$ cat config.mk
export PLATFORM = sky130hd
export DESIGN_NAME = datapath_controller
export DESIGN_NICKNAME = d
export VERILOG_FILES = /design/src/rtl/datapath_controller_pkg.sv /design/src/rtl/instr_decoder.sv /design/src/rtl/datapath_controller.sv
export SDC_FILE = /design/constraint.sdc
export NUM_CORES = 1
export LEC_CHECK = 0
export BUFFER_PORTS_ARGS = -buffer_cell sky130_fd_sc_hd__buf_2
export CAP_MARGIN = 20
export CORE_AREA = 2 2 94 96
export DETAILED_ROUTE_END_ITERATION = 10
export DIE_AREA = 0 0 96 98
export PLACE_DENSITY_LB_ADDON = 0.12
export SYNTH_ARGS = -nofsm -noshare
export SYNTH_HDL_FRONTEND = slang
export SYNTH_SLANG_ARGS = --single-unit
$ cat constraint.sdc
create_clock -name clk -period 2.8 [get_ports clk]
set_input_delay 0.14 -clock clk [delete_from_list [all_inputs] [get_ports clk]]
set_output_delay 0.14 -clock clk [all_outputs]
set_load 0.05 [all_outputs]
$ cat src/rtl/datapath_controller_pkg.sv
// Shared constants for the datapath controller: opcodes, FSM states,
// ALU operand-2 source encodings and ALU operation codes.
package datapath_controller_pkg;

    localparam logic [3:0] OP_ADDI = 4'd8;
    localparam logic [3:0] OP_SLL  = 4'd9;
    localparam logic [3:0] OP_SRL  = 4'd10;
    localparam logic [3:0] OP_LW   = 4'd11;
    localparam logic [3:0] OP_SW   = 4'd12;
    localparam logic [3:0] OP_J    = 4'd13;
    localparam logic [3:0] OP_NOP  = 4'd14;
    localparam logic [3:0] OP_HALT = 4'd15;

    localparam logic [1:0] SRC_REG   = 2'd0;
    localparam logic [1:0] SRC_IMM   = 2'd1;
    localparam logic [1:0] SRC_SHAMT = 2'd2;

    localparam logic [3:0] ALU_ADD = 4'd0;
    localparam logic [3:0] ALU_SLL = 4'd8;
    localparam logic [3:0] ALU_SRL = 4'd9;

    typedef enum logic [2:0] {
        ST_IDLE   = 3'd0,
        ST_FETCH  = 3'd1,
        ST_DECODE = 3'd2,
        ST_EXEC   = 3'd3,
        ST_HALTED = 3'd4
    } state_t;

endpackage

$ cat src/rtl/instr_decoder.sv
// Combinational instruction decoder: maps the 16-bit IR to ALU controls,
// register/immediate fields and the (ungated) write controls.
module instr_decoder
    import datapath_controller_pkg::*;
(
    input  logic [15:0] ir,
    output logic [3:0]  alu_sel,
    output logic [1:0]  alu_src,
    output logic [2:0]  dst,
    output logic [2:0]  src1,
    output logic [2:0]  src2,
    output logic [2:0]  shamt,
    output logic [5:0]  iconst,
    output logic        reg_write,
    output logic        mem_to_reg,
    output logic        mem_write,
    output logic        is_jump,
    output logic        is_halt
);
    logic [3:0] opcode;

    assign opcode = ir[15:12];
    assign dst    = ir[11:9];
    assign src1   = ir[8:6];
    assign src2   = ir[5:3];
    assign shamt  = ir[2:0];
    assign iconst = ir[5:0];

    always_comb begin
        alu_sel    = ALU_ADD;
        alu_src    = SRC_REG;
        reg_write  = 1'b0;
        mem_to_reg = 1'b0;
        mem_write  = 1'b0;
        is_jump    = 1'b0;
        is_halt    = 1'b0;
        case (opcode)
            OP_ADDI: begin
                alu_src   = SRC_IMM;
                reg_write = 1'b1;
            end
            OP_SLL: begin
                alu_sel   = ALU_SLL;
                alu_src   = SRC_SHAMT;
                reg_write = 1'b1;
            end
            OP_SRL: begin
                alu_sel   = ALU_SRL;
                alu_src   = SRC_SHAMT;
                reg_write = 1'b1;
            end
            OP_LW: begin
                alu_src    = SRC_IMM;
                mem_to_reg = 1'b1;
                reg_write  = 1'b1;
            end
            OP_SW: begin
                alu_src   = SRC_IMM;
                mem_write = 1'b1;
            end
            OP_J:    is_jump = 1'b1;
            OP_NOP:  ;
            OP_HALT: is_halt = 1'b1;
            // opcodes 0-7: register ALU ops, ALU code is the opcode itself
            default: begin
                alu_sel   = opcode;
                reg_write = 1'b1;
            end
        endcase
    end

endmodule

$ cat src/rtl/datapath_controller.sv
// Multi-cycle fetch/decode/execute controller: owns the FSM, pc, IR and the
// retired-instruction counter; decoding is delegated to instr_decoder.
module datapath_controller
    import datapath_controller_pkg::*;
#(
    parameter int PC_W     = 8,
    parameter int RESET_PC = 0
) (
    input  logic            clk,
    input  logic            reset,
    input  logic            start,
    output logic            imem_req,
    output logic [PC_W-1:0] imem_addr,
    input  logic [15:0]     imem_data,
    input  logic            imem_ack,
    output logic [3:0]      ALUselect,
    output logic [2:0]      dst,
    output logic [2:0]      src1,
    output logic [2:0]      src2,
    output logic [2:0]      shamt,
    output logic [5:0]      iconst,
    output logic [1:0]      ALUsrc,
    output logic            regWrite,
    output logic            memtoReg,
    output logic            memWrite,
    output logic [PC_W-1:0] pc,
    output logic            busy,
    output logic            halted,
    output logic            illegal,
    output logic [15:0]     retired
);
    localparam logic [PC_W-1:0] PC0 = PC_W'(RESET_PC);

    state_t      state;
    logic [15:0] ir;

    logic [3:0] d_alu_sel;
    logic [1:0] d_alu_src;
    logic [2:0] d_dst, d_src1, d_src2, d_shamt;
    logic [5:0] d_iconst;
    logic       d_reg_write, d_mem_to_reg, d_mem_write, d_is_jump, d_is_halt;

    instr_decoder u_dec (
        .ir         (ir),
        .alu_sel    (d_alu_sel),
        .alu_src    (d_alu_src),
        .dst        (d_dst),
        .src1       (d_src1),
        .src2       (d_src2),
        .shamt      (d_shamt),
        .iconst     (d_iconst),
        .reg_write  (d_reg_write),
        .mem_to_reg (d_mem_to_reg),
        .mem_write  (d_mem_write),
        .is_jump    (d_is_jump),
        .is_halt    (d_is_halt)
    );

    always_ff @(posedge clk or negedge reset) begin
        if (!reset) begin
            state   <= ST_IDLE;
            pc      <= PC0;
            ir      <= 16'h0000;
            retired <= 16'h0000;
            illegal <= 1'b0;
        end else begin
            case (state)
                ST_IDLE, ST_HALTED: begin
                    if (start) begin
                        state   <= ST_FETCH;
                        pc      <= PC0;
                        retired <= 16'h0000;
                        illegal <= 1'b0;
                    end
                end
                ST_FETCH: begin
                    if (imem_ack) begin
                        ir    <= imem_data;
                        state <= ST_DECODE;
                    end
                end
                ST_DECODE: state <= ST_EXEC;
                ST_EXEC: begin
                    if (retired != 16'hFFFF)
                        retired <= retired + 16'd1;
                    if (d_is_halt) begin
                        state <= ST_HALTED;
                    end else begin
                        state <= ST_FETCH;
                        pc    <= d_is_jump ? PC_W'(ir) : pc + PC_W'(1);
                    end
                end
                default: state <= ST_IDLE;
            endcase
        end
    end

    logic show_fields, in_exec;

    assign in_exec     = (state == ST_EXEC);
    assign show_fields = (state == ST_DECODE) || in_exec;

    assign imem_req  = (state == ST_FETCH);
    assign imem_addr = pc;
    assign busy      = (state == ST_FETCH) || show_fields;
    assign halted    = (state == ST_HALTED);

    // Fields are visible only while the instruction is live; writes pulse in EXEC only.
    assign ALUselect = show_fields ? d_alu_sel : 4'd0;
    assign ALUsrc    = show_fields ? d_alu_src : 2'd0;
    assign dst       = show_fields ? d_dst     : 3'd0;
    assign src1      = show_fields ? d_src1    : 3'd0;
    assign src2      = show_fields ? d_src2    : 3'd0;
    assign shamt     = show_fields ? d_shamt   : 3'd0;
    assign iconst    = show_fields ? d_iconst  : 6'd0;
    assign regWrite  = in_exec & d_reg_write;
    assign memtoReg  = in_exec & d_mem_to_reg;
    assign memWrite  = in_exec & d_mem_write;

endmodule

Word-level counts from Yosys, hierarchy flattened

Cells that the tools add are included.

Register bits: 43
Logic and storage cells: 64

Add/subtract/negate cells: 2
Equal/unequal tests: 17
Mux-type cells: 25
Bitwise gates (word level): 3
Reductions and logical operators: 13

Operators by type and width:

| cell                                           | number |
|---|---|
| == test 4 bit (second input constant)          | 8 |
| 2-to-1 mux 16 bit                              | 2 |
| one-hot mux 16 bit (2 select lines)            | 1 |
| 2-to-1 mux 8 bit                               | 3 |
| 2-to-1 mux 3 bit                               | 7 |
| adder 16 x 1 -> 16 bit (second input constant) | 1 |
| != test 16 bit (second input constant)         | 1 |
| one-hot mux 8 bit (2 select lines)             | 1 |
| one-hot mux 3 bit (4 select lines)             | 1 |
| one-hot mux 4 bit (3 select lines)             | 1 |
| adder 8 x 1 -> 8 bit (second input constant)   | 1 |
| == test 3 x 2 -> 1 bit (second input constant) | 2 |
| 2-to-1 mux 6 bit                               | 1 |
| AND reduction 3 bit                            | 2 |
| OR reduction 6 bit                             | 1 |
| 2-to-1 mux 1 bit                               | 5 |
| 2-to-1 mux 4 bit                               | 1 |
| != test 2 x 1 -> 1 bit (second input constant) | 2 |
| != test 2 bit (second input constant)          | 2 |
| one-hot mux 2 bit (2 select lines)             | 1 |
| AND reduction 2 bit                            | 2 |
| OR reduction 2 bit                             | 2 |
| OR reduction 4 bit                             | 1 |
| bitwise AND 1 bit                              | 3 |
| other kinds (7)                                | 8 |

Longest topological paths before layout

Gate-level depths: netlist of the first run.

Depth in word-level cells: 5
Mapped depth: 8

Modules after synthesis

From an unflattened synthesis of the first run, not the netlist that was laid out.

Cell total of the unflattened synthesis: 289
Area total of the unflattened synthesis: 2,732.6 µm²

Modules (own cells, without submodules):

| module              | times used | cells each | area each (µm²) |
|---|---|---|---|
| datapath_controller | 1          | 254        | 2,493.6 |
| instr_decoder       | 1          | 35         | 239.0 |

Least setup slack after synthesis of the first run

No wires, ideal clock.

Path kind: reg2reg
Start point: reg state[1]
End point: reg ir[10]
Library setup time: 0.128 ns
Arrival time: 2.602 ns
Required time: 2.672 ns
Path slack: 0.070 ns
Cell stages (with the launch flop): 7
Path buffers: 3
Period minus slack after synthesis: 2.730 ns
Path through: dfrtp_1 buf_2 nor3b_1 and2_1 buf_2 buf_4 mux2_1

Longest elaborated chain between the ends: 2

Ends and longest elaborated chain:

| what                                 | RTL line                  | text |
|---|---|---|
| from (decl)                          | datapath_controller.sv:34 | `state_t state;` |
| from (signal assigned)               | datapath_controller.sv:61 | `state <= ST_IDLE;` |
| from (signal assigned)               | datapath_controller.sv:70 | `state <= ST_FETCH;` |
| from (signal assigned)               | datapath_controller.sv:79 | `state <= ST_DECODE;` |
| == test 3 x 1 -> 1 bit               | --                        |  |
| net imem_req                         | datapath_controller.sv:12 | `output logic imem_req,` |
| AND reduction 2 bit (no source line) | --                        |  |
| to (signal assigned)                 | datapath_controller.sv:78 | `ir <= imem_data;` |
| to (decl)                            | datapath_controller.sv:35 | `logic [15:0] ir;` |

The timed path passes the listed nets, and every way through them passes these cells.
A chain may end at the register's enable or synchronous reset.

Worst setup path in the final report of the first run

Start point: reg state[2]
End point: out memWrite

Longest elaborated chain between the ends: 2

Ends and longest elaborated chain:

| what                   | RTL line                   | text |
|---|---|---|
| == test 3 x 2 -> 1 bit | datapath_controller.sv:100 | `assign in_exec = (state == ST_EXEC);` |
| bitwise AND 1 bit      | datapath_controller.sv:118 | `assign memWrite = in_exec & d_mem_write;` |
| to (decl)              | datapath_controller.sv:25  | `output logic memWrite,` |

Every way passes these cells.

==> results of run 1 <==
power groups by stage:
stage	registers (mW)	logic (mW)	clock network [mW]
6_report	1.18	2.21	0.410
3_5_place_dp	1.20	2.23	0
4_1_cts	1.19	2.23	0.428
5_1_grt	1.24	2.37	0.457
2_1_floorplan	1.39	1.56	0
3_3_place_gp	1.20	2.22	0
placed cells by master (no fill, tap or decap), types with 5 or more instances in the layout:
master                     Yosys  final
sky130_fd_sc_hd__nand4_1       5      5
sky130_fd_sc_hd__mux2_1       16     16
sky130_fd_sc_hd__nor2_1       12     12
sky130_fd_sc_hd__a31oi_1       9      9
sky130_fd_sc_hd__a21oi_1      15     15
sky130_fd_sc_hd__o21ai_1      15     15
sky130_fd_sc_hd__and2_1       17     17
sky130_fd_sc_hd__dfrtp_1      43     43
sky130_fd_sc_hd__nand3_1      11     11
sky130_fd_sc_hd__nor3_1        8      8
sky130_fd_sc_hd__nor3b_1       5      5
sky130_fd_sc_hd__nand2_1      21     21
sky130_fd_sc_hd__clkbuf_8      0      6
sky130_fd_sc_hd__and3_1        7      7
sky130_fd_sc_hd__buf_2         6     81
sequential cells by signal, summed over array words and instances (netlist names):
register	cells
imem_addr	8
ir	16
retired	16
state	3
kinds of logic (layout without fill, tap and decap cells):
logic type      count (synthesis)  in the layout  synth area share
compound gates                 63             63             0.158
xor+xnor                        2              2           0.00707
fa+ha+maj                       2              2            0.0101
buf+inv                        32             97            0.0787
flops                          43             43             0.434
mux                            18             18            0.0813
other cells                     1              1           0.00151
simple gates                  101            101             0.229
path summary, 6_finish.rpt:
kind | end | slack, ns | cells past startpoint
min in group asynchronous | imem_addr[3] | 0.34 | 2
worst min register to register | ir[11] | 0.48 | 1
worst max-delay path | memWrite | 0.69 | 4
worst max register to register | retired[12] | 0.76 | 6
worst min-delay path | ir[5] | 0.06 | 2
max in group asynchronous | ir[8] | 1.94 | 3
critical path, cell delays in order (launching register included):
cell and delay (ns):
sky130_fd_sc_hd__dfrtp_1 0.47, sky130_fd_sc_hd__and3b_1 0.49, sky130_fd_sc_hd__buf_4 0.24, sky130_fd_sc_hd__and4_1 0.21, sky130_fd_sc_hd__buf_2 0.27
repair_timing:
| item | in CTS | in global routing |
|---|---|---|
| hold buffers | 0 | 1 |
| endpoints found under the setup margin | 0 | 0 |
| resized for setup | 0 | 0 |
| hold endpoints to repair | 0 | 18 |
final cells by class:
type | count | area [µm²] | share of cell area
clock inverter | 1 | 5.00 | 0.00168
tap | 108 | 135 | 0.0453
clock buffer | 6 | 82.6 | 0.0277
sequential | 43 | 1080 | 0.361
inverter | 3 | 11.3 | 0.00378
timing repair buffer | 87 | 465 | 0.156
multi-input combinational | 187 | 1210 | 0.405
per-layer routing:
| layer | track usage | vias up |
|---|---|---|
| met5 | 0 | - |
| met4 | 0.0429 | 0 |
| met3 | 0.0316 | 7 |
| met2 | 0.244 | 57 |
| met1 | 0.185 | 1081 |
| li1 | - | 1066 |
stage by stage:
step	total power [mW]	utilization
2_1_floorplan	2.95	-
3_3_place_gp	3.42	0.338
3_5_place_dp	3.43	0.338
4_1_cts	3.85	0.349
5_1_grt	4.07	0.352
6_report	3.80	0.352
==> results.rst, run 1 <==
.. list-table::
   :header-rows: 1

   * - Metric
     - Value
   * - Outcome
     - complete, no violations
   * - Die span in y
     - 98 µm
   * - Post-route design area
     - 0.00298 mm²
   * - Number of flops mapped to enable cells by yosys
     - 0
   * - Post-synthesis net count
     - 284
   * - Mean instance size in the synthesized netlist
     - 9.46 µm²
   * - WP data required
     - 2.66 ns
   * - Final Hold Slack
     - 0.0568 ns
   * - Final worst-path setup slack
     - 0.687 ns
   * - Signal arrival time at the worst endpoint
     - 1.97 ns
   * - Final clock period utilization by the worst path
     - 0.755
   * - Wire length on met3
     - 324 µm
   * - Synthesized netlist cell count
     - 262
   * - Worst setup path category
     - flip-flop to primary output
   * - Start point of the critical path
     - state[2]
   * - Synth unique cells
     - 46
   * - Top_reg_cell synth
     - sky130_fd_sc_hd__dfrtp_1
   * - Portion of total power attributed to combinational logic
     - 0.582
   * - Post-Syn Area
     - 0.00248 mm²
   * - Crit path launch type
     - flip-flop
   * - Number of vias in the routed layout
     - 2211
   * - Worst min-delay path category
     - input pin to flip-flop
   * - Largest net degree at the start of global routing
     - 44
   * - Max Clock Freq
     - 0.473 GHz
   * - Number of standard-cell rows in the floorplan
     - 34
   * - Clock-pin slew on the worst setup and hold paths
     - 0.08 ns
   * - DP Worst Slack
     - 0.788 ns
   * - Unrepaired setup endpoints after global routing
     - false
   * - Fill count
     - 903
   * - Setup violations, final
     - 0
   * - Post-CTS Setup Repair Bufs
     - 0
   * - Async set or reset register ratio after synthesis
     - 1.00
   * - Number of H-tree levels
     - 2
   * - Fraction of post-synthesis cell area in the top cell type by area
     - 0.434
   * - Number of nets at the end of the flow
     - 349
   * - Synth warnings
     - 0
   * - Area Growth Syn to Fin
     - 20.3%
   * - Top post-synthesis cells by area
     - sky130_fd_sc_hd__dfrtp_1, sky130_fd_sc_hd__mux2_1, sky130_fd_sc_hd__buf_4
   * - Detailed-route DRC error count
     - 0
   * - First-pass DRT Iterations
     - 4
   * - Vias in the first global route
     - 2068
   * - Buffer levels on the longest clock path
     - 2
   * - Sum of net half-perimeters after detailed placement
     - 4.86 mm
   * - Count of state elements after synthesis
     - 43
   * - Pwr dens
     - 1270 mW/mm²
   * - Antenna viol nets, final
     - 0
   * - Slew HR
     - 0.463
   * - Commonest cells in the netlist
     - sky130_fd_sc_hd__dfrtp_1, sky130_fd_sc_hd__nand2_1, sky130_fd_sc_hd__and2_1
   * - Reported leakage power
     - 1.49 nW
   * - Max-slew violation count
     - 0
   * - Crit path time final
     - 2.11 ns
   * - Number of ports placed on the die boundary
     - 83
   * - Count of inserted antenna diode cells
     - 0
   * - Die outline area
     - 0.00941 mm²
   * - Crit path capture type
     - primary output
   * - Clock tree from TritonCTS
     - yes
   * - Relative contribution of sequential cells to total power
     - 0.310
   * - Horizontal die dimension
     - 96 µm
   * - Worst reg2reg startpoint
     - retired[0]
   * - Hold Vio Cnt, Final
     - 0
   * - Cell taking the most area after synthesis
     - sky130_fd_sc_hd__dfrtp_1
   * - Clock latency on the worst-skew pair
     - 0.30 ns
   * - Switch share
     - 0.571
   * - Total of buffers placed on input and output ports
     - 81
   * - Number of max-cap violations
     - 0
   * - Portion of the post-synthesis area used by sequential elements
     - 0.434
   * - Measured slew at the worst slew-check pin
     - 0.805 ns
   * - Clock root buffer
     - sky130_fd_sc_hd__clkbuf_8
   * - Fraction of layout cells with a size suffix above 1
     - 0.306
   * - Max Used Layer
     - met4
   * - Sum of overflow across all layers after global routing
     - 0
   * - First-pass GRT wire length
     - 10.7 mm
   * - Antenna violations before repair
     - 0
   * - Top fanout value on the critical path
     - 8
   * - Worst voltage drop across the vdd grid
     - 0.389 mV
   * - Clock share of power
     - 0.108
   * - Mean routed wirelength per cell
     - 15.5 µm
   * - Switching power total
     - 2.17 mW
   * - Int Pwr
     - 1.63 mW
   * - Gp weighted congestion
     - 0.789
   * - Inserted Clock Buffers
     - 5
   * - Placed Cells incl. Taps
     - 426
   * - Worst-case clock skew
     - 0.00823 ns
   * - Aggregate routed wire length
     - 6.75 mm
   * - Met1 WL
     - 2.95 mm
   * - DRC marker count from the first detailed-route iteration
     - 99
   * - Vias per cell
     - 5.08
   * - Number of sinks driven by the clock tree
     - 43
   * - DP Area
     - 0.00287 mm²
   * - Final standard cell count with taps included and fillers excluded
     - 435
   * - Wire length on met2
     - 3.39 mm
   * - Post-route setup TNS
     - 0 ns
   * - Start point of the worst hold path
     - imem_data[5]
   * - Starting density of the core
     - 0.293
   * - Area of the core region
     - 0.00847 mm²
   * - Dominant cell by count in the synthesized netlist
     - sky130_fd_sc_hd__dfrtp_1
   * - Global-route usage over all layers
     - 0.145
No activity file was read; power rests on OpenSTA's default activity.
==> run 2, diff against run 1 <==
==> constraint.sdc (replaced) <==
create_clock -name clk -period 2 [get_ports clk]
set_input_delay 0.1 -clock clk [delete_from_list [all_inputs] [get_ports clk]]
set_output_delay 0.1 -clock clk [all_outputs]
set_load 0.05 [all_outputs]
==> run 2 against run 1 <==
  * Combinational power is 50% higher
  * Via count is 2.3% higher
  * Final area is 5.3% higher
  * Sequential share of layout area is 1.7 points lower
  * Sequential cell count stayed put
  * Die area stayed put
  * Core utilization is 1.9 points higher
  * Clock-buffer cell count is 1 higher
  * Critical path depth stayed put
==> results.rst, run 2 (same netlist as run 1, synthesis figures left out) <==
.. list-table::
   :header-rows: 1

   * - Metric
     - Value
   * - Clock-pin slew on the worst setup and hold paths
     - 0.09 ns (was 0.08 ns)
   * - Vias in the first global route
     - 2138 (was 2068)
   * - Mean routed wirelength per cell
     - 14.9 µm (was 15.5 µm)
   * - DP Worst Slack
     - 0.0929 ns (was 0.788 ns)
   * - Number of H-tree levels
     - 2 (unchanged)
   * - Crit path launch type
     - flip-flop (unchanged)
   * - Clock latency on the worst-skew pair
     - 0.30 ns (about the same)
   * - Setup violations, final
     - 0 (unchanged)
   * - Outcome
     - complete, no violations (unchanged)
   * - Worst min-delay path category
     - input pin to flip-flop (unchanged)
   * - Wire length on met2
     - 3.18 mm (was 3.39 mm)
   * - Global-route usage over all layers
     - 0.148 (was 0.145)
   * - Max Used Layer
     - met4 (unchanged)
   * - Starting density of the core
     - 0.293 (unchanged)
   * - Detailed-route DRC error count
     - 0 (unchanged)
   * - Post-route setup TNS
     - 0 ns (unchanged)
   * - Clock tree from TritonCTS
     - yes (unchanged)
   * - Sum of overflow across all layers after global routing
     - 0 (unchanged)
   * - Area of the core region
     - 0.00847 mm² (unchanged)
   * - Worst setup path category
     - flip-flop to primary output (unchanged)
   * - Slowest cell on the critical path
     - sky130_fd_sc_hd__dfrtp_1 (was sky130_fd_sc_hd__and3b_1)
   * - Vias per cell
     - 5.00 (was 5.08)
   * - Post-route core utilization
     - 0.371 (was 0.352)
   * - Clock root buffer
     - sky130_fd_sc_hd__clkbuf_8 (unchanged)
   * - Largest net degree at the start of global routing
     - 27 (was 44)
   * - Antenna viol nets, final
     - 0 (unchanged)
   * - WP data required
     - 1.90 ns (was 2.66 ns)
   * - Post-route design area
     - 0.00314 mm² (was 0.00298 mm²)
   * - Horizontal die dimension
     - 96 µm (unchanged)
   * - Max-slew violation count
     - 0 (unchanged)
   * - Number of sinks driven by the clock tree
     - 43 (unchanged)
   * - Inserted Clock Buffers
     - 5 (unchanged)
   * - Number of max-cap violations
     - 0 (unchanged)
   * - First-pass GRT wire length
     - 11.0 mm (was 10.7 mm)
   * - Reported leakage power
     - 1.57 nW (was 1.49 nW)
   * - Total of buffers placed on input and output ports
     - 81 (unchanged)
   * - Number of vias in the routed layout
     - 2261 (was 2211)
   * - Crit path time final
     - 1.86 ns
   * - Hold Vio Cnt, Final
     - 0 (unchanged)
   * - Sum of net half-perimeters after detailed placement
     - 4.90 mm (was 4.86 mm)
   * - First-pass DRT Iterations
     - 4 (unchanged)
   * - Number of standard-cell rows in the floorplan
     - 34 (unchanged)
   * - Max Clock Freq
     - 0.538 GHz
   * - Signal arrival time at the worst endpoint
     - 1.76 ns (was 1.97 ns)
   * - Gp weighted congestion
     - 0.816 (was 0.789)
   * - Slowest cell delay on critical path
     - 0.48 ns (was 0.49 ns)
   * - Met1 WL
     - 3.26 mm (was 2.95 mm)
   * - Slew HR
     - 0.584 (was 0.463)
   * - Final Total Pwr
     - 5.52 mW (was 3.80 mW)
   * - Top library cells by usage in the layout, fill and taps aside
     - sky130_fd_sc_hd__buf_2, sky130_fd_sc_hd__dfrtp_1, sky130_fd_sc_hd__nand2_1, sky130_fd_sc_hd__buf_4, sky130_fd_sc_hd__and2_1 (was sky130_fd_sc_hd__buf_2, sky130_fd_sc_hd__dfrtp_1, sky130_fd_sc_hd__nand2_1, sky130_fd_sc_hd__and2_1, sky130_fd_sc_hd__mux2_1)
   * - Top fanout value on the critical path
     - 14 (was 8)
   * - DP Area
     - 0.00298 mm² (was 0.00287 mm²)
   * - Final clock period utilization by the worst path
     - 0.930
   * - Area Growth Syn to Fin
     - 26.7% (was 20.3%)
   * - Most common cell after layout, fill and taps aside
     - sky130_fd_sc_hd__buf_2 (unchanged)
   * - DRC marker count from the first detailed-route iteration
     - 58 (was 99)
   * - Fraction of layout cells with a size suffix above 1
     - 0.349 (was 0.306)
   * - Die span in y
     - 98 µm (unchanged)
   * - Number of ports placed on the die boundary
     - 83 (unchanged)
   * - Buffer levels on the longest clock path
     - 2 (unchanged)
   * - Critical path cell sequence
     - and3b_1 -> buf_12 -> and4_1 -> buf_2 (was and3b_1 -> buf_4 -> and4_1 -> buf_2)
   * - Die outline area
     - 0.00941 mm² (unchanged)
   * - Pwr dens
     - 1760 mW/mm² (was 1270 mW/mm²)
   * - Worst voltage drop across the vdd grid
     - 0.575 mV (was 0.389 mV)
   * - Wire length on met3
     - 236 µm (was 324 µm)
   * - Measured slew at the worst slew-check pin
     - 0.624 ns (was 0.805 ns)
   * - Unrepaired setup endpoints after global routing
     - false (unchanged)
   * - Crit path capture type
     - primary output (unchanged)
   * - Antenna violations before repair
     - 0 (unchanged)
   * - Number of nets at the end of the flow
     - 365 (was 349)
   * - Worst-case clock skew
     - 0.0167 ns (was 0.00823 ns)
   * - Count of inserted antenna diode cells
     - 0 (unchanged)
   * - Final worst-path setup slack
     - 0.140 ns (was 0.687 ns)
   * - Aggregate routed wire length
     - 6.75 mm (about the same)
run 2: per-stage QoR:
step                      std cells  hold slack (ns)
after floorplan                 262           -0.196
after global placement          438            0.175
after detailed placement        438            0.166
after CTS                       448          0.00278
after global routing            452        0.0000819
final                           452           0.0115
run 2: path summary, 6_finish.rpt:
check                              from      endpoint  slack [ns]  depth (start not counted)
min reg2reg                      ir[11]        ir[11]        0.48                          1
max reg2reg                  retired[1]   retired[12]        0.14                          6
max in group asynchronous         reset        ir[14]        1.07                          3
max                            state[2]      memtoReg        0.14                          4
min in group asynchronous         reset  imem_addr[2]        0.34                          2
min                        imem_data[7]         ir[7]        0.01                          2
run 2: critical path: cells and delay by family (launching register included):
family | cells | cell delay, ns
and+or+nand+nor | 2 | 0.56
DFF | 1 | 0.48
buffers and inverters | 2 | 0.43
run 2: what timing repair did:
action,CTS,global route
hold buffers,2,1
endpoints found under the hold margin,25,1
setup buffers,0,3
resized for setup,0,3
endpoints found under the setup margin,0,14
run 2: metal layers:
metal | global-route usage | vias to the layer above
met5 | 0 | -
met4 | 0.0396 | 0
met3 | 0.0278 | 8
met2 | 0.231 | 46
met1 | 0.210 | 1111
li1 | - | 1096
run 2: power by group:
part / total, mW / leakage [nW] / switching (mW) / internal [mW]
sequential: 1.61 / 0.547 / 0.413 / 1.20
combinational: 3.31 / 0.977 / 2.34 / 0.966
clock: 0.601 / 0.0484 / 0.318 / 0.284
run 2: cell type report:
type                       count  area [µm²]
clock buffer                   7        86.3
clock inverter                 1        8.76
fill                         888        5330
inverter                       3        11.3
multi-input combinational    187        1230
sequential                    43        1080
tap                          108         135
timing repair buffer         103         591
